<file path="src/rtl/imem_pkg.sv">
// imem_pkg: shared defaults and dump FSM encoding for the instruction-memory access controller
package imem_pkg;
    localparam int DATA_W       = 32;
    localparam int DEPTH_WORDS  = 128;
    localparam int CNT_W        = 8;
    localparam int STARVE_LIMIT = 4;
    typedef enum logic [1:0] {IDLE = 2'd0, RUN = 2'd1, DONE = 2'd2} dump_state_e;
endpackage

</file>
<file path="src/rtl/imem_dump_engine.sv">
// imem_dump_engine: block-dump FSM walking word addresses at +4 strides with wrap at memory size
module imem_dump_engine #(
    parameter int CNT_W       = imem_pkg::CNT_W,
    parameter int DEPTH_WORDS = imem_pkg::DEPTH_WORDS
) (
    input  logic             clk,
    input  logic             rst,
    input  logic             start_i,
    input  logic [31:0]      base_i,
    input  logic [CNT_W-1:0] count_i,
    input  logic             gnt_i,
    output logic             busy_o,
    output logic             done_o,
    output logic [31:0]      addr_o,
    output logic [CNT_W-1:0] idx_o
);
    import imem_pkg::*;
    localparam logic [31:0] SPAN = 32'(DEPTH_WORDS * 4);
    dump_state_e      state_q, state_d;
    logic [31:0]      base_q, base_d;
    logic [CNT_W-1:0] count_q, count_d, idx_q, idx_d;
    logic             last;
    assign last = idx_q == count_q - CNT_W'(1);
    always_comb begin
        state_d = state_q;
        base_d  = base_q;
        count_d = count_q;
        idx_d   = idx_q;
        if (state_q == IDLE && start_i) begin
            base_d  = base_i & ~32'd3;
            count_d = count_i;
            idx_d   = '0;
            state_d = (count_i == '0) ? DONE : RUN;
        end else if (state_q == RUN && gnt_i) begin
            idx_d   = idx_q + CNT_W'(1);
            state_d = last ? DONE : RUN;
        end else if (state_q == DONE) begin
            state_d = IDLE;
        end
    end
    always_ff @(posedge clk or posedge rst) begin
        if (rst) begin
            state_q <= IDLE;
            base_q  <= '0;
            count_q <= '0;
            idx_q   <= '0;
        end else begin
            state_q <= state_d;
            base_q  <= base_d;
            count_q <= count_d;
            idx_q   <= idx_d;
        end
    end
    assign busy_o = state_q == RUN;
    assign done_o = state_q == DONE;
    assign addr_o = (base_q + 32'({idx_q, 2'b00})) % SPAN;
    assign idx_o  = idx_q;
endmodule

</file>
<file path="src/rtl/imem_access_controller.sv">
// imem_access_controller: arbitrates the instruction-memory read port between fetch and dump engine
module imem_access_controller #(
    parameter int DATA_W       = imem_pkg::DATA_W,
    parameter int DEPTH_WORDS  = imem_pkg::DEPTH_WORDS,
    parameter int CNT_W        = imem_pkg::CNT_W,
    parameter int STARVE_LIMIT = imem_pkg::STARVE_LIMIT
) (
    input  logic              Clk,
    input  logic              Reset,
    input  logic              FetchReq,
    input  logic [31:0]       FetchAddr,
    output logic              FetchGnt,
    output logic              FetchValid,
    output logic [DATA_W-1:0] FetchInstr,
    input  logic              DumpStart,
    input  logic [31:0]       DumpBase,
    input  logic [CNT_W-1:0]  DumpCount,
    output logic              DumpBusy,
    output logic              DumpValid,
    output logic [CNT_W-1:0]  DumpIndex,
    output logic [DATA_W-1:0] DumpData,
    output logic              DumpDone,
    output logic [31:0]       MemAddress,
    input  logic [DATA_W-1:0] MemInstruction
);
    import imem_pkg::*;
    localparam int SW = $clog2(STARVE_LIMIT + 1);
    logic [SW-1:0]     starve_q, starve_d;
    logic [31:0]       mem_addr_q, dump_addr;
    logic [CNT_W-1:0]  dump_idx, dump_index_q;
    logic [DATA_W-1:0] fetch_instr_q, dump_data_q;
    logic              fetch_valid_q, dump_valid_q, dump_gnt;
    imem_dump_engine #(.CNT_W(CNT_W), .DEPTH_WORDS(DEPTH_WORDS)) u_dump (
        .clk    (Clk),
        .rst    (Reset),
        .start_i(DumpStart),
        .base_i (DumpBase),
        .count_i(DumpCount),
        .gnt_i  (dump_gnt),
        .busy_o (DumpBusy),
        .done_o (DumpDone),
        .addr_o (dump_addr),
        .idx_o  (dump_idx)
    );
    assign FetchGnt   = FetchReq && !(DumpBusy && starve_q == SW'(STARVE_LIMIT));
    assign dump_gnt   = DumpBusy && !FetchGnt;
    assign starve_d   = (DumpBusy && !dump_gnt) ? starve_q + SW'(1) : '0;
    // Idle cycles replay the last address so the memory input never glitches.
    assign MemAddress = FetchGnt ? FetchAddr : dump_gnt ? dump_addr : mem_addr_q;
    always_ff @(posedge Clk or posedge Reset) begin
        if (Reset) begin
            starve_q      <= '0;
            mem_addr_q    <= '0;
            fetch_valid_q <= 1'b0;
            fetch_instr_q <= '0;
            dump_valid_q  <= 1'b0;
            dump_data_q   <= '0;
            dump_index_q  <= '0;
        end else begin
            starve_q      <= starve_d;
            mem_addr_q    <= MemAddress;
            fetch_valid_q <= FetchGnt;
            dump_valid_q  <= dump_gnt;
            if (FetchGnt) fetch_instr_q <= MemInstruction;
            if (dump_gnt) begin
                dump_data_q  <= MemInstruction;
                dump_index_q <= dump_idx;
            end
        end
    end
    assign FetchValid = fetch_valid_q;
    assign FetchInstr = fetch_instr_q;
    assign DumpValid  = dump_valid_q;
    assign DumpData   = dump_data_q;
    assign DumpIndex  = dump_index_q;
endmodule
</file>
<file path="config.mk">
export PLATFORM = sky130hd
export DESIGN_NAME = imem_access_controller
export DESIGN_NICKNAME = d
export VERILOG_FILES = /design/src/rtl/imem_pkg.sv /design/src/rtl/imem_dump_engine.sv /design/src/rtl/imem_access_controller.sv
export SDC_FILE = /design/constraint.sdc
export NUM_CORES = 1
export LEC_CHECK = 0
export BUFFER_PORTS_ARGS = -buffer_cell sky130_fd_sc_hd__buf_2
export CELL_PAD_IN_SITES_DETAIL_PLACEMENT = 1
export CELL_PAD_IN_SITES_GLOBAL_PLACEMENT = 1
export CORE_MARGIN = 1
export CORE_UTILIZATION = 43
export CTS_BUF_LIST = sky130_fd_sc_hd__clkbuf_8
export CTS_CLUSTER_SIZE = 40
export DETAILED_ROUTE_END_ITERATION = 12
export PLACE_DENSITY = 0.95
export SLEW_MARGIN = 20
export SYNTH_ARGS = -nofsm -noshare
export SYNTH_HDL_FRONTEND = slang
export SYNTH_HIERARCHICAL = 1
export SYNTH_SLANG_ARGS = --single-unit
</file>
<file path="constraint.sdc">
create_clock -name Clk -period 6.7 [get_ports Clk]
set_clock_uncertainty 0.2 [all_clocks]
set_input_delay 1.34 -clock Clk [delete_from_list [all_inputs] [get_ports Clk]]
set_output_delay 1.34 -clock Clk [all_outputs]
set_load 0.03 [all_outputs]
</file>
==> run_results.csv, run 1 <==
group,metric,value,unit
synth,syn_inst,487,
grt,grt_pass1_vias,5069,
synth,async_flop_share,100,%
clock_network,cts_sinks,134,
synth,synth_warnings,6,
clock_network,clk_pin_slew,0.08,ns
critical_path,worstPathRequired,5.16,ns
floorplan,start_util,44.2,%
critical_path,r2r_start,"u_dump/state_q[0]$_DFFE_PP0P_",
place,routabilityCongestion,0.785,
synth,synthSimpleGateAreaFrac,6.90,%
synth,synth-seq-cells,134,
worst_hold_path,min_path_type,"reg -> reg",
synth,muxShareOfSynthArea,21.1,%
timing,hold_viol,0,
place,dp_hpwl,11300,µm
worst_hold_path,whs_path_depth,1,
clock_network,clock_latency,0.44,ns
route,detail_route.iter0.violations,149,
grt,gr-total-overflow,0,
synth,synth-edff-count,0,
synth,synth_top_area_cell,"dfrtp_1",
synth,synth_fa_ha_area_share,2.37,%
grt,grt_max_degree,72,
timing,setup_viol,0,
grt,antenna_found_initial,0,
power,pwr_density_cell,456,nW/µm²
finish,drive_gt1_share,45.3,%
route,first_pass_iters,4,
route,viasPerCell,5.20,
timing,fin_setup_tns,0,ns
synth,synth-compound-area-share,5.33,%
run_status,status,"complete, no violations",
timing,period_minus_slack,5.39,ns
run,drv_cap,0,
critical_path,crit_fanout,40,
synth,syn_area_per_cell,12.6,µm²
floorplan,die_w,121,µm
synth,ys_seq_area_share,54.7,%
worst_hold_path,hold_path_startpoint,"FetchInstr[2]$_DFFE_PP0P_",
floorplan,io_pins,217,
route,route.met3.wl,892,µm
timing,max_freq,0.185,GHz
clock_network,numCtsBuffers,17,
synth,yosysUniqueCellTypes,42,
route,met2WireLength,8420,µm
finish,final_cell_mix,"buf_2 (191), dfrtp_1 (134), mux2_2 (77)",
grt,track_usage,23.4,%
timing,rsz0062_at_grt,"false",
clock_network,ctsResizeCount,0,
clock_network,hold_buffers,0,
floorplan,die_area,14700,µm²
route,vias,4491,
clock_network,clockRootBuffer,"clkbuf_8",
route,drc,0,
finish,antenna_cells,0,
clock_network,cts_max_path_buffers,2,
synth,synth_xor_area_share,3.29,%
worst_hold_path,min_to,"FetchInstr[2]$_DFFE_PP0P_",
power,power,3.41,mW
synth,netlist_area,6130,µm²
route,top_layer,"met4",
power,p_leak,3.82,nW
critical_path,path_class,"reg -> out",
route,drt-total-wl,16300,µm
timing,fin_crit_sh,80.5,%
timing,tightestPinTransition,0.975,ns
critical_path,reg2regPathDepth,7,
critical_path,r2r_slack,2.95,ns
floorplan,rows,43,
synth,synth_top_area_share,54.7,%
critical_path,critical_path_arrival,3.85,ns
synth,synthFlopType,"dfrtp_1",
finish,area_delta_synth_final,22.1,%
finish,fin_nets,792,
clock_network,tritoncts,"yes",
critical_path,end_kind,"output port",
route,wl_met1,6690,µm
synth,ys_top_cells_by_area,"dfrtp_1 (55%), mux2_2 (14%), mux2i_1 (5.2%), buf_4 (3.2%), nand3_1 (3.0%)",
clock_network,cts_setup_buffers,0,
timing,finalMaxSlewViolations,0,
critical_path,r2r_end,"FetchInstr[10]$_DFFE_PP0P_",
finish,layout_commonest_cell,"buf_2",
clock_network,htreeDepth,4,
route,drtAntennaViolNets,0,
grt,grt_pass1_wl,26200,µm
route,wl_per_cell,18.8,µm
floorplan,die_h,121,µm
critical_path,cp-start-kind,"flip-flop",
place,port_buffers,191,
timing,relSlewSlack,34.9,%
synth,synth_top_family_by_area,"multiplexers",
power,max-vdd-ir-drop,226,µV
floorplan,core_region_area,13900,µm²
-- final cells by class --
| cell class | instances | area (µm²) |
|---|---|---|
| inverters | 15 | 58.8 |
| well taps | 180 | 225 |
| flip-flops and latches | 134 | 3350 |
| clock buffers | 17 | 234 |
| multi-input cells | 309 | 2500 |
| fillers | 1491 | 6390 |
| repair buffers | 196 | 993 |
| clock inverters | 13 | 121 |
-- layer usage --
layer | vias to the layer above | GRT usage, %
li1 | 2029 | -
met1 | 2298 | 27.3
met2 | 141 | 40.8
met3 | 23 | 6.53
met4 | 0 | 8.64
met5 | - | 0
-- worst max path at each step --
stage,startpoint,to
global route,u_dump/state_q[0]$_DFFE_PP0P_,MemAddress[3]
finish,u_dump/state_q[0]$_DFFE_PP0P_,MemAddress[2]
floorplan,Reset,DumpData[0]$_DFFE_PP0N_
detailed placement,FetchReq,MemAddress[2]
global placement,FetchReq,MemAddress[2]
CTS,u_dump/state_q[0]$_DFFE_PP0P_,MemAddress[2]
-- state kept, by name (all words and copies together), names as in the netlist --
signal          cells
u_dump/base_q       7
DumpData           32
DumpIndex           8
FetchInstr         32
mem_addr_q         32
DumpValid           1
u_dump/idx_o        8
u_dump/count_q      8
u_dump/state_q      2
FetchValid          1
starve_q            3
-- synth_stat cells, drive strengths merged, types with 2 or more instances --
library cell and n:
nand2 8, ha 10, nor3b 3, o21ai 38
dfrtp 134, nor2b 3, nor3 2, nand4 2
inv 15, buf 43, mux2i 32, clkbuf 10
xnor2 9, a32oi 2, nor4b 2, a21oi 5
xor2 14, nand3 38, o21bai 2, nor4 4
nor2 10, a21o 2, and3 4, mux2 85
-- kinds of logic (layout without fill, tap and decap cells) --
group,after synthesis,count (layout)
AND/OR/NAND/NOR,78,78
AO/OA/AOI/OAI,55,55
buffers and inverters,68,241
multiplexers,117,117
XOR/XNOR,23,23
adder cells (fa/ha/maj),11,11
flip-flops,134,134
other,1,25
-- per-stage QoR --
| step | utilization, % | area [µm²] | hold slack [ns] | cells | setup slack [ns] |
|---|---|---|---|---|---|
| final | 53.9 | 7490 | 0.307 | 864 | 1.31 |
| after global routing | 53.9 | 7490 | 0.327 | 864 | 0.982 |
| after CTS | 53.9 | 7490 | 0.305 | 864 | 1.23 |
| after detailed placement | 51.4 | 7130 | 0.288 | 834 | 1.58 |
| after global placement | 51.4 | 7130 | 0.268 | 834 | 1.68 |
| after floorplan | - | 6220 | 0.275 | 511 | 2.29 |
-- worst max-delay path: stages (launching register included) --
cell and delay [ns]:
dfrtp_1 0.48, nor2b_4 0.20, buf_4 0.55, nand3_4 0.48, nand2_1 0.57, inv_2 0.42
o21ai_0 0.41, buf_2 0.27
-- power by group --
group	leakage (nW)	total, mW	internal, mW	switching (mW)
Sequential	1.60	1.27	1.07	0.201
Clock	0.194	0.631	0.319	0.311
Combinational	2.02	1.51	0.563	0.944
No activity file was read; power rests on OpenSTA's default activity.
==> run 2: changes to the inputs <==
- ABC_AREA: default -> 1
- CORE_UTILIZATION: 43 -> 34
- PLACE_DENSITY: 0.95 -> 0.89
- clock period: 6.7 -> 4.4 ns (I/O delays scaled with it)
==> run 2 against run 1 <==
  * Sequential cell count did not move
  * Register-to-register slack got worse by 1.7 ns
  * Final area rose by 9.1%
  * Count of clock-buffer cells in the layout rose by 1
  * Hold slack got worse by 0.037 ns
  * Combinational power rose by 54%
  * Critical path type unchanged
  * Critical endpoint is now MemAddress[8]
  * Largest cell class unchanged
==> run_results.csv, run 2 <==
group,metric,value,unit
floorplan,rows,50,
timing,hold_viol,0,
worst_hold_path,whs_path_depth,2,
clock_network,hold_buffers,0,
synth,synth-compound-area-share,2.94,%
synth,ys_top_cells_by_area,"dfrtp_1 (50%), nand2_1 (23%), inv_1 (6.3%), nor2_1 (3.7%), buf_4 (3.6%)",
timing,max_freq,0.256,GHz
synth,synthFlopType,"dfrtp_1",
run_status,status,"complete, no violations",
timing,period_minus_slack,3.91,ns
run,drv_cap,0,
critical_path,path_class,"reg -> out",
synth,synth_xor_area_share,1.05,%
floorplan,die_h,142,µm
floorplan,die_area,20200,µm²
worst_hold_path,min_path_type,"reg -> reg",
timing,finalMaxSlewViolations,0,
clock_network,clockRootBuffer,"clkbuf_8",
route,vias,5923,
timing,relSlewSlack,37.4,%
synth,synth-seq-cells,134,
route,wl_per_cell,14.3,µm
synth,synth_fa_ha_area_share,2.17,%
clock_network,clk_pin_slew,0.08,ns
power,max-vdd-ir-drop,285,µV
timing,fin_crit_sh,88.9,%
floorplan,die_w,142,µm
synth,synth_top_family_by_area,"simple AND/OR/NAND/NOR gates",
critical_path,crit_start,"u_dump/idx_o[0]$_DFFE_PP0P_",
place,routabilityCongestion,0.769,
floorplan,start_util,35.2,%
floorplan,core_region_area,19000,µm²
route,detail_route.iter0.violations,247,
power,power,5.18,mW
critical_path,end_kind,"output port",
finish,regArea,3350,µm²
synth,synth_top_area_share,50.2,%
finish,area_delta_synth_final,22.3,%
finish,drive_gt1_share,22.5,%
synth,synth_warnings,6,
synth,synth-edff-count,0,
critical_path,worstPathRequired,3.32,ns
finish,fillers,2440,
synth,netlist_area,6680,µm²
critical_path,crit_fanout,6,
worst_hold_path,min_to,"DumpData[23]$_DFFE_PP0N_",
clock_network,numCtsBuffers,17,
critical_path,critical_path_arrival,2.83,ns
finish,final_cell_mix,"nand2_1 (401), buf_2 (191), dfrtp_1 (134)",
synth,syn_area_per_cell,7.56,µm²
finish,fin_nets,1186,
synth,syn_inst,884,
timing,rsz0062_at_grt,"false",
timing,fin_setup_tns,0,ns
critical_path,cp-start-kind,"flip-flop",
clock_network,clock_latency,0.44,ns
clock_network,htreeDepth,4,
power,pwr_density_cell,634,nW/µm²
grt,antenna_found_initial,0,
place,dp_hpwl,13600,µm
synth,yosysUniqueCellTypes,29,
synth,ys_seq_area_share,50.2,%
floorplan,io_pins,217,
route,viasPerCell,4.42,
grt,grt_pass1_vias,6218,
finish,antenna_cells,0,
timing,tightestPinTransition,0.933,ns
synth,async_flop_share,100,%
synth,synth_top_area_cell,"dfrtp_1",
clock_network,ctsResizeCount,0,
critical_path,r2r_start,"starve_q[0]$_DFF_PP0_",
finish,multi_input_area,2630,µm²
route,first_pass_iters,4,
clock_network,cts_max_path_buffers,2,
grt,track_usage,19.8,%
place,port_buffers,191,
finish,layout_commonest_cell,"nand2_1",
timing,setup_viol,0,
clock_network,cts_setup_buffers,0,
power,p_leak,4.95,nW
route,drc,0,
route,drtAntennaViolNets,0,
grt,grt_max_degree,70,
synth,synth_common_cells,"nand2_1 (401), dfrtp_1 (134), inv_1 (112), nor2_1 (66), buf_4 (32)",
route,drt-total-wl,19100,µm
clock_network,cts_sinks,134,
critical_path,r2r_end,"DumpData[6]$_DFFE_PP0N_",
synth,synthMostInstantiatedCell,"nand2_1",
grt,gr-total-overflow,0,
grt,grt_pass1_wl,30800,µm
synth,muxShareOfSynthArea,0,%
synth,synthSimpleGateAreaFrac,31.6,%
critical_path,reg2regPathDepth,10,
critical_path,r2r_slack,1.30,ns
worst_hold_path,hold_path_startpoint,"DumpData[23]$_DFFE_PP0N_",
clock_network,tritoncts,"yes",
## run 2: cell types whose count changed after synthesis, moves of 9 or more
cell	before	now
inv_1	14	112
mux2i_1	32	0
nand2_1	8	401
mux2_2	77	0
o21ai_0	37	26
xor2_1	14	5
nand3_1	37	17
nand3b_1	0	23
nor2_1	10	66
## run 2: power by group
group / switching, mW / internal, mW / total, mW
logic: 1.66 / 0.672 / 2.33
registers: 0.208 / 1.59 / 1.80
clock network: 0.523 / 0.524 / 1.05
## run 2: how the worst max path moves through the flow
stage                         endpoint  slack, ns
2_1_floorplan  DumpData[0]$_DFFE_PP0N_       0.45
3_3_place_gp             MemAddress[8]       1.00
3_5_place_dp             MemAddress[8]       0.94
4_1_cts                  MemAddress[8]       0.45
5_1_grt                  MemAddress[8]       0.19
6_report                 MemAddress[8]       0.49
## run 2: stage by stage
stage               util (%)  std cells  hold WS, ns  setup slack [ns]  area, µm²
finish                  43.1       1339        0.271             0.490       8170
global route            43.1       1339        0.286             0.187       8170
CTS                     43.1       1339        0.276             0.448       8170
detailed placement      41.0       1308        0.255             0.945       7770
global placement        41.0       1308        0.249              1.00       7770
floorplan                  -        908        0.230             0.446       6770
## run 2: worst max-delay path, cell delays in order (launching register included)
cell and delay (ns):
dfrtp_1 0.45, ha_1 0.20, inv_1 0.06, fa_1 0.41, o21ai_0 0.30, a21oi_1 0.12
nor2_1 0.10, nor2_1 0.06, xor2_1 0.13, nand2_1 0.07, inv_1 0.05, nor2_1 0.09
nand2_1 0.05, nand2_1 0.07, inv_1 0.05, buf_2 0.17
## run 2: cell type report
type	instances	share of cell area, %
Inverter	114	5.27
Tap cell	260	3.98
Sequential cell	134	41.1
Clock buffer	18	3.03
Timing Repair Buffer	200	12.7
Clock inverter	13	1.81
Multi-Input combinational cell	600	32.2
## run 2: cells by family after synthesis
group,count (synthesis)
other,1
buffers and inverters,174
AND/OR/NAND/NOR,518
flip-flops,134
AO/OA/AOI/OAI,38
XOR/XNOR,8
adder cells (fa/ha/maj),11
## run 2: per-layer routing
layer / routed length [µm] / GRT usage [%] / up-vias
met3: 755 / 4.51 / 38
met2: 9770 / 34.8 / 118
met4: 594 / 8.83 / 0
met1: 7960 / 23.0 / 2831
met5: 0 / 0 / -
li1: - / - / 2936
==> run 3: changes to the inputs <==
- CORE_MARGIN: 1 -> 4
- CORE_UTILIZATION: 34 -> 37
- PLACE_DENSITY: 0.89 -> 0.92
- clock period: 4.4 -> 3.8 ns (I/O delays scaled with it)
==> run 3 against run 2 <==
  * Non-clock buffer count rose by 4
  * Register-to-register slack worse by 0.46 ns
  * Sequential power is 16% higher
  * Global-route usage is 0.34 points higher
  * Combinational power is 20% higher
  * Via count increased by 2.0%
  * Clock power increased by 17%
  * Cell count shrank 2.2%
  * Critical path depth is 1 lower
  * Count of clock-buffer cells in the layout fell by 1
  * Largest cell class unchanged
==> run_results.csv, run 3 (same netlist as run 2, synthesis figures left out) <==
group,metric,value,unit
critical_path,r2r_end,"DumpData[2]$_DFFE_PP0N_",
critical_path,r2r_start,"starve_q[0]$_DFF_PP0_",
timing,hold_viol,0,
timing,finalMaxSlewViolations,0,
worst_hold_path,min_path_type,"reg -> reg",
floorplan,io_pins,217,
run_status,status,"complete, no violations",
clock_network,hold_buffers,0,
place,port_buffers,191,
route,drt-total-wl,20000,µm
grt,track_usage,20.2,%
power,p_leak,4.96,nW
clock_network,cts_sinks,134,
finish,final_cell_mix,"nand2_1 (401), buf_2 (191), dfrtp_1 (132)",
route,drc,0,
grt,grt_max_degree,75,
critical_path,path_class,"reg -> out",
place,dp_hpwl,14400,µm
grt,grt_pass1_wl,32300,µm
timing,fin_crit_sh,95.4,%
route,wl_per_cell,15.3,µm
timing,setup_viol,0,
clock_network,tritoncts,"yes",
route,vias,6039,
clock_network,cts_max_path_buffers,2,
grt,grt_pass1_vias,6585,
route,viasPerCell,4.61,
route,first_pass_iters,4,
critical_path,reg2regPathDepth,11,
clock_network,clk_pin_slew,0.08,ns
worst_hold_path,hold_path_startpoint,"starve_q[0]$_DFF_PP0_",
timing,relSlewSlack,33.3,%
critical_path,cp-start-kind,"flip-flop",
finish,fin_nets,1190,
floorplan,die_h,142,µm
finish,area_delta_synth_final,22.5,%
worst_hold_path,whs_path_depth,1,
timing,period_minus_slack,3.63,ns
grt,antenna_found_initial,1,
floorplan,rows,48,
power,pwr_density_cell,745,nW/µm²
floorplan,core_region_area,17500,µm²
floorplan,die_w,142,µm
run,drv_cap,0,
finish,drive_gt1_share,23.2,%
floorplan,die_area,20300,µm²
timing,max_freq,0.276,GHz
clock_network,clockRootBuffer,"clkbuf_8",
clock_network,numCtsBuffers,17,
timing,fin_hold_ws,0.263,ns
power,max-vdd-ir-drop,402,µV
critical_path,worstPathRequired,2.84,ns
floorplan,start_util,38.2,%
place,routabilityCongestion,0.839,
timing,fin_setup_tns,0,ns
worst_hold_path,min_to,"starve_q[0]$_DFF_PP0_",
clock_network,clock_latency,0.44,ns
critical_path,critical_path_arrival,2.67,ns
route,drtAntennaViolNets,0,
timing,tightestPinTransition,1.00,ns
critical_path,end_kind,"output port",
critical_path,r2r_slack,0.84,ns
route,detail_route.iter0.violations,200,
clock_network,htreeDepth,4,
critical_path,crit_fanout,6,
timing,rsz0062_at_grt,"false",
finish,layout_commonest_cell,"nand2_1",
grt,gr-total-overflow,0,
==> run 3: cell types whose count changed in the layout (fill, tap and decap cells not counted), moves of 2 or more <==
cell        before  now
clkinvlp_4       0    4
buf_4            8   12
dfrtp_1        134  132
clkinv_2         3    0
clkinv_4         5    2
inv_1          110  112
inv_6            2    5
dfrtp_2          0    2
==> run 3: repair_timing <==
action                     in CTS  in global routing
hold endpoints to repair        0                  0
pin swaps                       0                  1
setup buffers                   0                  2
setup endpoints to repair       1                  2
resized for setup               2                  3
==> run 3: cell type report <==
type	count	area [µm²]
fillers	2288	9290
clock buffers	17	234
well taps	225	282
repair buffers	204	1070
multi-input cells	600	2640
inverters	114	432
flip-flops and latches	134	3360
diodes	1	2.50
clock inverters	15	170
==> run 3: critical path, cell delays in order (launching register included) <==
cell	delay [ns]
dfrtp_1	0.46
inv_1	0.13
fa_1	0.49
o21ai_2	0.18
a21oi_1	0.09
nor2_1	0.09
nor2_1	0.05
xor2_1	0.13
nand2_1	0.08
inv_1	0.06
nor2_1	0.12
nand2_1	0.06
nand2_1	0.05
inv_1	0.05
buf_2	0.17
==> run 3: metal layers <==
metal | GRT usage [%] | up-vias | routed length [µm]
met5 | 0 | - | 7
met4 | 7.05 | 2 | 459
met3 | 4.57 | 34 | 901
met2 | 37.4 | 130 | 10600
met1 | 22.7 | 2921 | 8060
li1 | - | 2952 | -
==> run 3: worst max-delay path by stage <==
stage | startpoint | end | depth (start not counted)
6_report | u_dump/idx_o[1]$_DFFE_PP0P_ | MemAddress[8] | 14
5_1_grt | u_dump/idx_o[0]$_DFFE_PP0P_ | MemAddress[8] | 15
4_1_cts | u_dump/idx_o[0]$_DFFE_PP0P_ | MemAddress[8] | 15
3_5_place_dp | u_dump/idx_o[0]$_DFFE_PP0P_ | MemAddress[8] | 15
3_3_place_gp | u_dump/idx_o[0]$_DFFE_PP0P_ | MemAddress[8] | 15
2_1_floorplan | u_dump/idx_o[0]$_DFFE_PP0P_ | MemAddress[8] | 14
==> run 3: stage by stage <==
stage                     instance area (µm²)  utilization, %  worst slack (ns)  instances  power [mW]
after floorplan                          6770               -             0.828        908        4.05
after global placement                   7740            44.3             0.497       1275        4.73
after detailed placement                 7740            44.3             0.355       1275        4.87
after CTS                                8150            46.6            0.0455       1307        6.15
after global routing                     8180            46.8           0.00210       1309        6.57
final                                    8180            46.8             0.175       1310        6.10
==> run 3: where the power goes <==
| part | switching [mW] | internal, mW |
|---|---|---|
| Combinational | 1.98 | 0.802 |
| Sequential | 0.241 | 1.85 |
| Clock | 0.626 | 0.601 |
| Total | 2.85 | 3.25 |
